--- config.mk ---
export PLATFORM = sky130hd
export DESIGN_NAME = instr_loader_flat
export DESIGN_NICKNAME = d
export VERILOG_FILES = /design/src/rtl/instr_loader_pkg.sv /design/src/rtl/instr_loader_if.sv /design/src/rtl/instr_loader_byte_packer.sv /design/src/rtl/instr_loader.sv /design/src/flat_wrapper.sv
export SDC_FILE = /design/constraint.sdc
export NUM_CORES = 1
export LEC_CHECK = 0
export CORE_MARGIN = 10
export CORE_UTILIZATION = 50
export CTS_CLUSTER_SIZE = 12
export DETAILED_ROUTE_END_ITERATION = 12
export PLACE_DENSITY = 0.82
export SKIP_CTS_REPAIR_TIMING = 1
export SYNTH_ARGS = -nofsm -noshare
export SYNTH_HDL_FRONTEND = slang
export SYNTH_HIERARCHICAL = 1
export SYNTH_SLANG_ARGS = --single-unit
--- constraint.sdc ---
create_clock -name clk -period 8.65 [get_ports clk]
set_input_delay 1.73 -clock clk [delete_from_list [all_inputs] [get_ports clk]]
set_output_delay 1.73 -clock clk [all_outputs]
set_load 0.02 [all_outputs]
--- src/rtl/instr_loader_pkg.sv ---
// Shared types and constants for the instruction loader.
// States, word packing size and the image size limit derived from the address width.
package instr_loader_pkg;

    typedef enum logic [2:0] {
        StIdle,
        StLen,
        StData,
        StCsum,
        StDone,
        StErr
    } state_e;

    localparam int unsigned BYTES_PER_WORD = 4;

    function automatic logic [31:0] max_words(input int unsigned addr_bits);
        return 32'd1 << addr_bits;
    endfunction

endpackage

--- src/rtl/instr_loader_if.sv ---
// Host-side byte stream, instruction RAM write port and loader status.
// The loader uses the slave modport; the stream source and RAM use master.
interface instr_loader_if #(
    parameter int unsigned WIDTH = 32
);
    logic             start;
    logic [7:0]       rx_data;
    logic             rx_valid;
    logic             rx_ready;
    logic             mem_we;
    logic [WIDTH-1:0] mem_addr;
    logic [WIDTH-1:0] mem_wdata;
    logic             cpu_hold;
    logic             busy;
    logic             done;
    logic             error;

    modport master (
        output start, rx_data, rx_valid,
        input  rx_ready, mem_we, mem_addr, mem_wdata, cpu_hold, busy, done, error
    );

    modport slave (
        input  start, rx_data, rx_valid,
        output rx_ready, mem_we, mem_addr, mem_wdata, cpu_hold, busy, done, error
    );

endinterface

--- src/rtl/instr_loader_byte_packer.sv ---
// Big-endian byte-to-word packer: the first byte of a word ends up in bits [31:24].
// word_valid_o is combinational and coincides with the accepted fourth byte.
module instr_loader_byte_packer
    import instr_loader_pkg::*;
(
    input  logic        clk,
    input  logic        reset,
    input  logic        clear_i,
    input  logic        byte_valid_i,
    input  logic [7:0]  byte_i,
    output logic        word_valid_o,
    output logic [31:0] word_o
);

    logic [1:0]  cnt_q;
    logic [23:0] shift_q;

    assign word_valid_o = byte_valid_i && (cnt_q == 2'(BYTES_PER_WORD - 1));
    assign word_o       = {shift_q, byte_i};

    always_ff @(posedge clk) begin
        if (reset || clear_i) begin
            cnt_q   <= '0;
            shift_q <= '0;
        end else if (byte_valid_i) begin
            cnt_q   <= cnt_q + 2'd1;
            shift_q <= {shift_q[15:0], byte_i};
        end
    end

endmodule

--- src/rtl/instr_loader.sv ---
// Loads a length-prefixed program image from a byte stream into instruction RAM.
// Define INSTR_LOADER_CHECKSUM_EN to require a 32-bit sum trailer after the data words.
module instr_loader
    import instr_loader_pkg::*;
#(
    parameter int unsigned WIDTH         = 32,
    parameter int unsigned ROM_ADDR_BITS = 12
) (
    input  logic          clk,
    input  logic          reset,
    instr_loader_if.slave bus
);

    localparam int unsigned AW       = ROM_ADDR_BITS + 1;
    localparam logic [31:0] MaxWords = max_words(ROM_ADDR_BITS);

    state_e           state_q, state_d;
    logic [AW-1:0]    addr_q, addr_d;
    logic [AW-1:0]    len_q, len_d;
    logic             mem_we_q, mem_we_d;
    logic [WIDTH-1:0] mem_addr_q, mem_addr_d;
    logic [WIDTH-1:0] mem_wdata_q, mem_wdata_d;

    logic             in_xfer;
    logic             take;
    logic             pk_clear;
    logic             pk_word_valid;
    logic [31:0]      pk_word;

`ifdef INSTR_LOADER_CHECKSUM_EN
    logic [31:0]      sum_q, sum_d;
`endif

    assign in_xfer = (state_q == StLen) || (state_q == StData) || (state_q == StCsum);
    assign take    = bus.rx_valid && in_xfer;

    instr_loader_byte_packer u_packer (
        .clk          (clk),
        .reset        (reset),
        .clear_i      (pk_clear),
        .byte_valid_i (take),
        .byte_i       (bus.rx_data),
        .word_valid_o (pk_word_valid),
        .word_o       (pk_word)
    );

    always_comb begin
        state_d     = state_q;
        addr_d      = addr_q;
        len_d       = len_q;
        mem_we_d    = 1'b0;
        mem_addr_d  = mem_addr_q;
        mem_wdata_d = mem_wdata_q;
        pk_clear    = 1'b0;
`ifdef INSTR_LOADER_CHECKSUM_EN
        sum_d       = sum_q;
`endif

        case (state_q)
            StIdle, StDone, StErr: begin
                if (bus.start) begin
                    state_d = StLen;
                    addr_d  = '0;
`ifdef INSTR_LOADER_CHECKSUM_EN
                    sum_d   = '0;
`endif
                end
            end

            StLen: begin
                if (pk_word_valid) begin
                    if (pk_word == 32'd0) begin
`ifdef INSTR_LOADER_CHECKSUM_EN
                        state_d = StCsum;
`else
                        state_d = StDone;
`endif
                    end else if (pk_word > MaxWords) begin
                        state_d = StErr;
                    end else begin
                        len_d   = AW'(pk_word);
                        state_d = StData;
                    end
                end
            end

            StData: begin
                if (pk_word_valid) begin
                    mem_we_d    = 1'b1;
                    mem_addr_d  = WIDTH'(addr_q);
                    mem_wdata_d = WIDTH'(pk_word);
                    addr_d      = addr_q + AW'(1);
`ifdef INSTR_LOADER_CHECKSUM_EN
                    sum_d       = sum_q + pk_word;
`endif
                    if (addr_q == len_q - AW'(1)) begin
`ifdef INSTR_LOADER_CHECKSUM_EN
                        state_d = StCsum;
`else
                        state_d = StDone;
`endif
                    end
                end
            end

`ifdef INSTR_LOADER_CHECKSUM_EN
            StCsum: begin
                if (pk_word_valid) begin
                    state_d = (pk_word == sum_q) ? StDone : StErr;
                end
            end
`endif

            default: state_d = StIdle;
        endcase

        // Every state entry starts a fresh word in the packer.
        if (state_d != state_q) begin
            pk_clear = 1'b1;
        end
    end

    always_ff @(posedge clk) begin
        if (reset) begin
            state_q     <= StIdle;
            addr_q      <= '0;
            len_q       <= '0;
            mem_we_q    <= 1'b0;
            mem_addr_q  <= '0;
            mem_wdata_q <= '0;
`ifdef INSTR_LOADER_CHECKSUM_EN
            sum_q       <= '0;
`endif
        end else begin
            state_q     <= state_d;
            addr_q      <= addr_d;
            len_q       <= len_d;
            mem_we_q    <= mem_we_d;
            mem_addr_q  <= mem_addr_d;
            mem_wdata_q <= mem_wdata_d;
`ifdef INSTR_LOADER_CHECKSUM_EN
            sum_q       <= sum_d;
`endif
        end
    end

    // The final strobe lands in the first DONE cycle; release the CPU only after it.
    assign bus.rx_ready  = in_xfer;
    assign bus.mem_we    = mem_we_q;
    assign bus.mem_addr  = mem_addr_q;
    assign bus.mem_wdata = mem_wdata_q;
    assign bus.busy      = in_xfer || mem_we_q;
    assign bus.done      = (state_q == StDone) && !mem_we_q;
    assign bus.error     = (state_q == StErr);
    assign bus.cpu_hold  = !bus.done;

endmodule

--- src/flat_wrapper.sv ---
// flat-port wrapper written by rule: the top's interface ports become plain ports
module instr_loader_flat import instr_loader_pkg::*;
#(
    parameter int unsigned WIDTH         = 32,
    parameter int unsigned ROM_ADDR_BITS = 12
)
  (clk, reset, bus_start, bus_rx_data, bus_rx_valid, bus_rx_ready, bus_mem_we, bus_mem_addr, bus_mem_wdata, bus_cpu_hold, bus_busy, bus_done, bus_error);
  instr_loader_if #(.WIDTH(WIDTH)) bus_i ();
  input  logic clk;
  input  logic reset;
  input wire logic [$bits(bus_i.start)-1:0] bus_start;
  input wire logic [$bits(bus_i.rx_data)-1:0] bus_rx_data;
  input wire logic [$bits(bus_i.rx_valid)-1:0] bus_rx_valid;
  output wire logic [$bits(bus_i.rx_ready)-1:0] bus_rx_ready;
  output wire logic [$bits(bus_i.mem_we)-1:0] bus_mem_we;
  output wire logic [$bits(bus_i.mem_addr)-1:0] bus_mem_addr;
  output wire logic [$bits(bus_i.mem_wdata)-1:0] bus_mem_wdata;
  output wire logic [$bits(bus_i.cpu_hold)-1:0] bus_cpu_hold;
  output wire logic [$bits(bus_i.busy)-1:0] bus_busy;
  output wire logic [$bits(bus_i.done)-1:0] bus_done;
  output wire logic [$bits(bus_i.error)-1:0] bus_error;
  assign bus_i.start = bus_start;
  assign bus_i.rx_data = bus_rx_data;
  assign bus_i.rx_valid = bus_rx_valid;
  assign bus_rx_ready = bus_i.rx_ready;
  assign bus_mem_we = bus_i.mem_we;
  assign bus_mem_addr = bus_i.mem_addr;
  assign bus_mem_wdata = bus_i.mem_wdata;
  assign bus_cpu_hold = bus_i.cpu_hold;
  assign bus_busy = bus_i.busy;
  assign bus_done = bus_i.done;
  assign bus_error = bus_i.error;
  instr_loader #(.WIDTH(WIDTH), .ROM_ADDR_BITS(ROM_ADDR_BITS)) u_core (.clk(clk), .reset(reset), .bus(bus_i));
endmodule
After elaboration in Yosys (flattened, before gate mapping)
Cells that the tools add are included.
{ "classes": {"n_eq_ne": 10, "mux": 12, "n_addsub": 3, "n_bitwise": 3, "n_reduce_logical": 17, "order_cmp": 1} }
{ "ops": {"columns": ["op", "count"], "rows": [
  ["$gt A32 B13 Y1 const B", 1],
  ["$logic_not A32 Y1", 1],
  ["$mux W13", 2],
  ["$pmux W13 S2", 1],
  ["$mux W3", 6],
  ["$add A13 B1 Y13 const B", 1],
  ["$eq A13 B13 Y1", 1],
  ["$sub A13 B1 Y13 const B", 1],
  ["$pmux W3 S3", 1],
  ["$eq A3 B2 Y1 const B", 2],
  ["$eq A3 B3 Y1 const B", 2],
  ["$logic_or A1 B1 Y1", 4],
  ["$reduce_and A4 Y1", 1],
  ["$eq A3 B1 Y1 const B", 1],
  ["$logic_and A1 B1 Y1", 3],
  ["$logic_not A3 Y1", 1],
  ["$ne A3 B3 Y1", 1],
  ["$not A1 Y1", 3],
  ["$reduce_and A3 Y1", 1],
  ["$reduce_or A3 Y1", 1],
  ["$add A2 B1 Y2 const B", 1],
  ["$eq A2 B2 Y1 const B", 1],
  ["$logic_not A1 Y1", 2],
  ["$mux W1", 2],
  ["5 further kinds", 5]
]} }
{ "totals": {"elab_cells": 54, "output_inout_bits": 70, "input_bits": 12, "reg_bits": 101} }

Logic depth before layout (Yosys ltp)
{ "depth": {"ltp_word": 10, "mapped_depth": 16, "depth_no_buf": 11} }

By module
The synthesis kept the hierarchy.
{ "by_module_without_submodules": {"columns": ["module", "cells_per_inst", "area_each_um2", "instances"], "rows": [
  ["instr_loader", 455, 3552.2, 1],
  ["instr_loader_byte_packer", 95, 1039.7, 1]
]} }

Worst setup path after synthesis
No wires, ideal clock.
{ "synth_timing": {"path_type": "input -> register", "start": "input port bus_rx_valid", "end": "register u_core.u_packer.cnt_q[0]", "t_required_ns": 8.586, "setup_slack_ns": 5.075, "stages": 13, "path_buffers": 4, "arrival_time_ns": 3.512, "setup_ns": 0.064, "path_cell_list": "and2_1 > buf_6 > buf_6 > and2_1 > nand2_1 > o311ai_0 > a21o_1 > o31ai_1 > a21oi_1 > or2_1 > buf_6 > buf_8 > nor2_1"} }
{ "synth_via": {"elab_chain_cells": 7, "elab_cells_between_ends": 8} }
{ "synth_rtl": {"columns": ["item", "line_no", "text"], "rows": [
  ["from (decl)", "flat_wrapper.sv:13", "input wire logic [$bits(bus_i.rx_valid)-1:0] bus_rx_valid;"],
  ["$logic_and A1 B1 Y1 *", "instr_loader.sv:35", "assign take = bus.rx_valid && in_xfer;"],
  ["$logic_and A1 B1 Y1 *", "instr_loader_byte_packer.sv:18", "assign word_valid_o = byte_valid_i && (cnt_q == 2'(BYTES_PER_WORD - 1));"],
  ["net u_core.pk_word_valid", "instr_loader.sv:27", "logic pk_word_valid;"],
  ["$mux W3 (on tied branches)", "instr_loader.sv:88, instr_loader.sv:71", null],
  ["$pmux W3 S3 *", "instr_loader.sv:59", "case (state_q)"],
  ["$ne A3 B3 Y1 *", "instr_loader.sv:118", "if (state_d != state_q) begin"],
  ["$mux W1 *", "instr_loader.sv:118", null],
  ["net u_core.pk_clear", "instr_loader.sv:26", "logic pk_clear;"],
  ["$logic_or A1 B1 Y1 *", "instr_loader_byte_packer.sv:22", "if (reset || clear_i) begin"],
  ["to (signal assigned)", "instr_loader_byte_packer.sv:26", "cnt_q <= cnt_q + 2'd1;"],
  ["to (decl)", "instr_loader_byte_packer.sv:15", "logic [1:0] cnt_q;"]
]} }
Mark *: on every way through the listed nets, which the timed path passes. The rest lies on a longest branch.
A chain may end at the register's enable or synchronous reset.

Final worst setup path
{ "layout_timing": {"start": "input port bus_rx_valid", "end": "register u_core.u_packer.shift_q[14]"} }
{ "layout_via": {"elab_chain_cells": 7, "elab_cells_between_ends": 8} }
{ "layout_rtl": {"columns": ["item", "line_no", "text"], "rows": [
  ["$logic_and A1 B1 Y1 *", "instr_loader.sv:35", null],
  ["net u_core.take", "instr_loader.sv:25", "logic take;"],
  ["$logic_and A1 B1 Y1 *", "instr_loader_byte_packer.sv:18", null],
  ["net u_core.pk_word_valid", "instr_loader.sv:27", null],
  ["$mux W3 (on tied branches)", "instr_loader.sv:88, instr_loader.sv:71", null],
  ["$pmux W3 S3 *", "instr_loader.sv:59", null],
  ["$ne A3 B3 Y1 *", "instr_loader.sv:118", null],
  ["$mux W1 *", "instr_loader.sv:118", null],
  ["net u_core.pk_clear", "instr_loader.sv:26", null],
  ["$logic_or A1 B1 Y1 *", "instr_loader_byte_packer.sv:22", null],
  ["to (signal assigned)", "instr_loader_byte_packer.sv:27", "shift_q <= {shift_q[15:0], byte_i};"],
  ["to (decl)", "instr_loader_byte_packer.sv:16", "logic [23:0] shift_q;"]
]} }
Marked as above.

==> summary.md <==
| Metric | Value |
|---|---|
| Outcome | `completed` |
| Met3 Use GR | `0.0434` |
| Most common cell after layout, fill and taps aside | `nand2_1` |
| Htree depth | `3` |
| Leakage power | `1.96 nW` |
| Fin. max-slew vios | `0` |
| RePlAce Congestion | `0.897` |
| Max-cap check violation count | `0` |
| Simple-Gate Fraction of Synth Area | `0.231` |
| Crit path max fanout | `27` |
| Vias per cell | `5.47` |
| Fin crit period | `4460 ps` |
| Total GRT Usage | `0.169` |
| GR peak layer | `met2` |
| Count of cell types in the netlist | `51` |
| Async set or reset register ratio after synthesis | `0` |
| Critical path's top delay family | `simple AND/OR/NAND/NOR gates` |
| Number of synthesized flops with an enable pin | `0` |
| Final setup vio count | `0` |
| Pre-antenna DRT Iters | `5` |
| Hold Path Class | `reg2reg` |
| Max Fclk | `224 MHz` |
| Top FF cell, synth | `dfxtp_1` |
| Largest family of logic cells by synthesized area | `simple AND/OR/NAND/NOR gates` |
| Hold EP | `u_core/bus.mem_wdata[14]` |
| Final WL | `11,300 um` |
| Initial antenna violation count | `0` |
| Seq/Total Area, Yosys | `0.440` |
| P&R area growth vs syn | `14.4%` |
| Clock root buffer master | `clkbuf_8` |
| Placed cell area | `5060 sq um` |
| Routing usage on met1 | `0.198` |
| Flop2flop setup slack | `5030 ps` |
| First-pass GRT wire length | `18,400 um` |
| Final Skew | `10.4 ps` |
| Worst-Margin Slew | `1160 ps` |
| Commonest cells after routing, fill and taps aside | `nand2_1 (103), dfxtp_1 (101), nor2_1 (67)` |
| Crit path cell chain | `clkdlybuf4s50_1 -> and2_1 -> buf_4 -> and2_1 -> nand2_1 -> a2111oi_0 -> o31ai_1 -> a21oi_1 -> or2_1 -> nor2_1` |
| WP data arrival | `4680 ps` |
| Largest net degree at the start of global routing | `67` |
| Xor/xnor share of the synthesized area | `0.0496` |
| Max VDD drop | `0.125 mV` |
| Setup crit end kind | `flip-flop` |
| Mapped Avg Cell Area | `8.35 sq um` |
| Clock buffer depth | `2` |
| # clock sinks | `101` |
| Power Density | `152 nW/um^2` |
| Setup TNS | `0 ps` |
| Final critical-path share of the clock period | `0.516` |
| Warnings from Yosys | `6` |
| Flop and latch count out of synthesis | `101` |
| Vias in the first global route | `3,686` |
| DRC Markers | `0` |
| Die area | `13,400 sq um` |
| Hold Startpoint | `u_core/bus.mem_wdata[14]` |
| Post-synthesis cell count | `550` |
| Reg2Reg Depth | `10` |
| IO Count | `82` |
| Final global-route overflow total | `0` |
| Worst-path clk slew | `100 ps` |
| Hold Path Stages | `2` |
| Core region area | `8850 sq um` |
| Share of layout cells above drive strength 1 | `0.0593` |
| Clk Latency, worst-skew pair | `370 ps` |
| Buf/Inv on CP | `2` |
| RSZ-0062 raised after global routing | `false` |
| GR Util met2 | `0.290` |
| Port Buffer Count | `62` |
| Drt wl/cell | `16.1 um` |
| Die Ht | `116 um` |
| Worst R2R End | `u_core/u_packer/shift_q[14]` |
| Fin area | `5250 sq um` |
| CP required | `8870 ps` |
| Detailed router's first-iteration violation count | `267` |
| Vias | `3,821` |
| Worst path max stage delay | `700 ps` |
| Compound-Gate Fraction of Synth Area | `0.0978` |
| CP most frequent cell | `and2_1` |
| CP max stage cell | `or2_1` |
| Mux contribution to synthesized area | `0.0828` |
| Final hold violations | `0` |
| CTS tree | `yes` |
| R2R Path Start | `u_core/len_q[0]` |
| DPL Wire Length | `8000 um` |
| Worst setup path class | `in2reg` |
| # rows | `34` |
| NumNets Final | `600` |
| Max-slew headroom | `0.228` |
| Mapped Area | `4590 sq um` |
| Antenna viol nets, final | `0` |
| Critical Path Start Type | `input port` |
| Die width | `116 um` |
| Num CTS Buffers | `9` |
| Initial Util | `0.519` |
| Fraction of the mapped netlist area in adder cells | `0.00817` |
| Diodes inserted | `0` |
## synthesized netlist by cell type (all sizes together) (2+ instances only)
master,instances,area [sq um]
a21oi,51,255
xnor2,10,87.6
or3,5,32.5
a31oi,3,18.8
ha,3,37.5
and2,3,18.8
buf,35,288
o22ai,4,25.0
nor3,5,25.0
o31ai,4,40.0
nor2b,2,12.5
nand4,7,43.8
and3,4,25.0
nor4,9,56.3
nand3,7,35.0
inv,9,33.8
o21ai,7,35.0
clkbuf,24,90.1
nand2,103,387
or4,4,38.8
xor2,16,140
mux2i,38,380
dfxtp,101,2020
nor2,69,262
nand2b,4,25.0
nor3b,2,15.0
or2,6,37.5
## where the power goes
group	leakage [nW]	internal (mW)	switching (mW)
registers	0.814	0.466	0.00263
logic	1.06	0.0128	0.0287
clock network	0.0950	0.117	0.173
total	1.96	0.596	0.204
## metal layers
layer	routed length, um	up-vias	share of wire
li1	-	1864	-
met1	4720	1807	0.42
met2	5490	131	0.49
met3	836	19	0.074
met4	209	0	0.019
met5	0	-	0
## stage by stage
stage          worst slack (ps)  hold WS, ps   util  power (mW)  std cells
2_1_floorplan              5070          439      -       0.521        568
3_3_place_gp               4050          441  0.572       0.520        682
3_5_place_dp               3920          448  0.572       0.521        682
4_1_cts                    4230          462  0.594       0.804        698
5_1_grt                    3900          479  0.594       0.827        698
6_report                   4190          459  0.594       0.800        698
## worst min-delay path, stage by stage (launching register included)
cell	delay, ps
dfxtp_1	320
nand2_1	50
a21oi_1	50
## how the worst max path moves through the flow
stage                                             end  cells after the start  slack (ps)    startpoint
after detailed placement  u_core/u_packer/shift_q[14]                     11        3920  bus_rx_valid
after global placement     u_core/u_packer/shift_q[4]                     11        4050  bus_rx_valid
final                     u_core/u_packer/shift_q[14]                     10        4190  bus_rx_valid
after floorplan              u_core/u_packer/cnt_q[0]                     13        5070  bus_rx_valid
after global routing      u_core/u_packer/shift_q[14]                     10        3900  bus_rx_valid
after CTS                 u_core/u_packer/shift_q[14]                     10        4230  bus_rx_valid
## layout make-up
cell class	instances	area, sq um
Clock buffer	10	138
Multi-Input combinational cell	399	2230
Tap cell	108	135
Inverter	9	33.8
Clock inverter	6	53.8
Sequential cell	101	2020
Timing Repair Buffer	65	638
Fill cell	743	3590
## state kept, by name, summed over array words and instances (netlist names)
name / count
u_core/addr_q: 13
u_core/bus.mem_we: 1
u_core/len_q: 13
u_core/bus.mem_addr: 13
u_core/bus.mem_wdata: 32
u_core/u_packer/shift_q: 24
u_core/u_packer/cnt_q: 2
u_core/state_q: 3
## cells by family after synthesis
group / after synthesis
DFF: 101
muxes: 38
adders and majority gates: 3
buffers and inverters: 68
AOI/OAI and AO/OA: 78
xor gates and xnor gates: 26
and+or+nand+nor: 235
other: 1
Note: power is estimated with default switching activity, not from simulation.
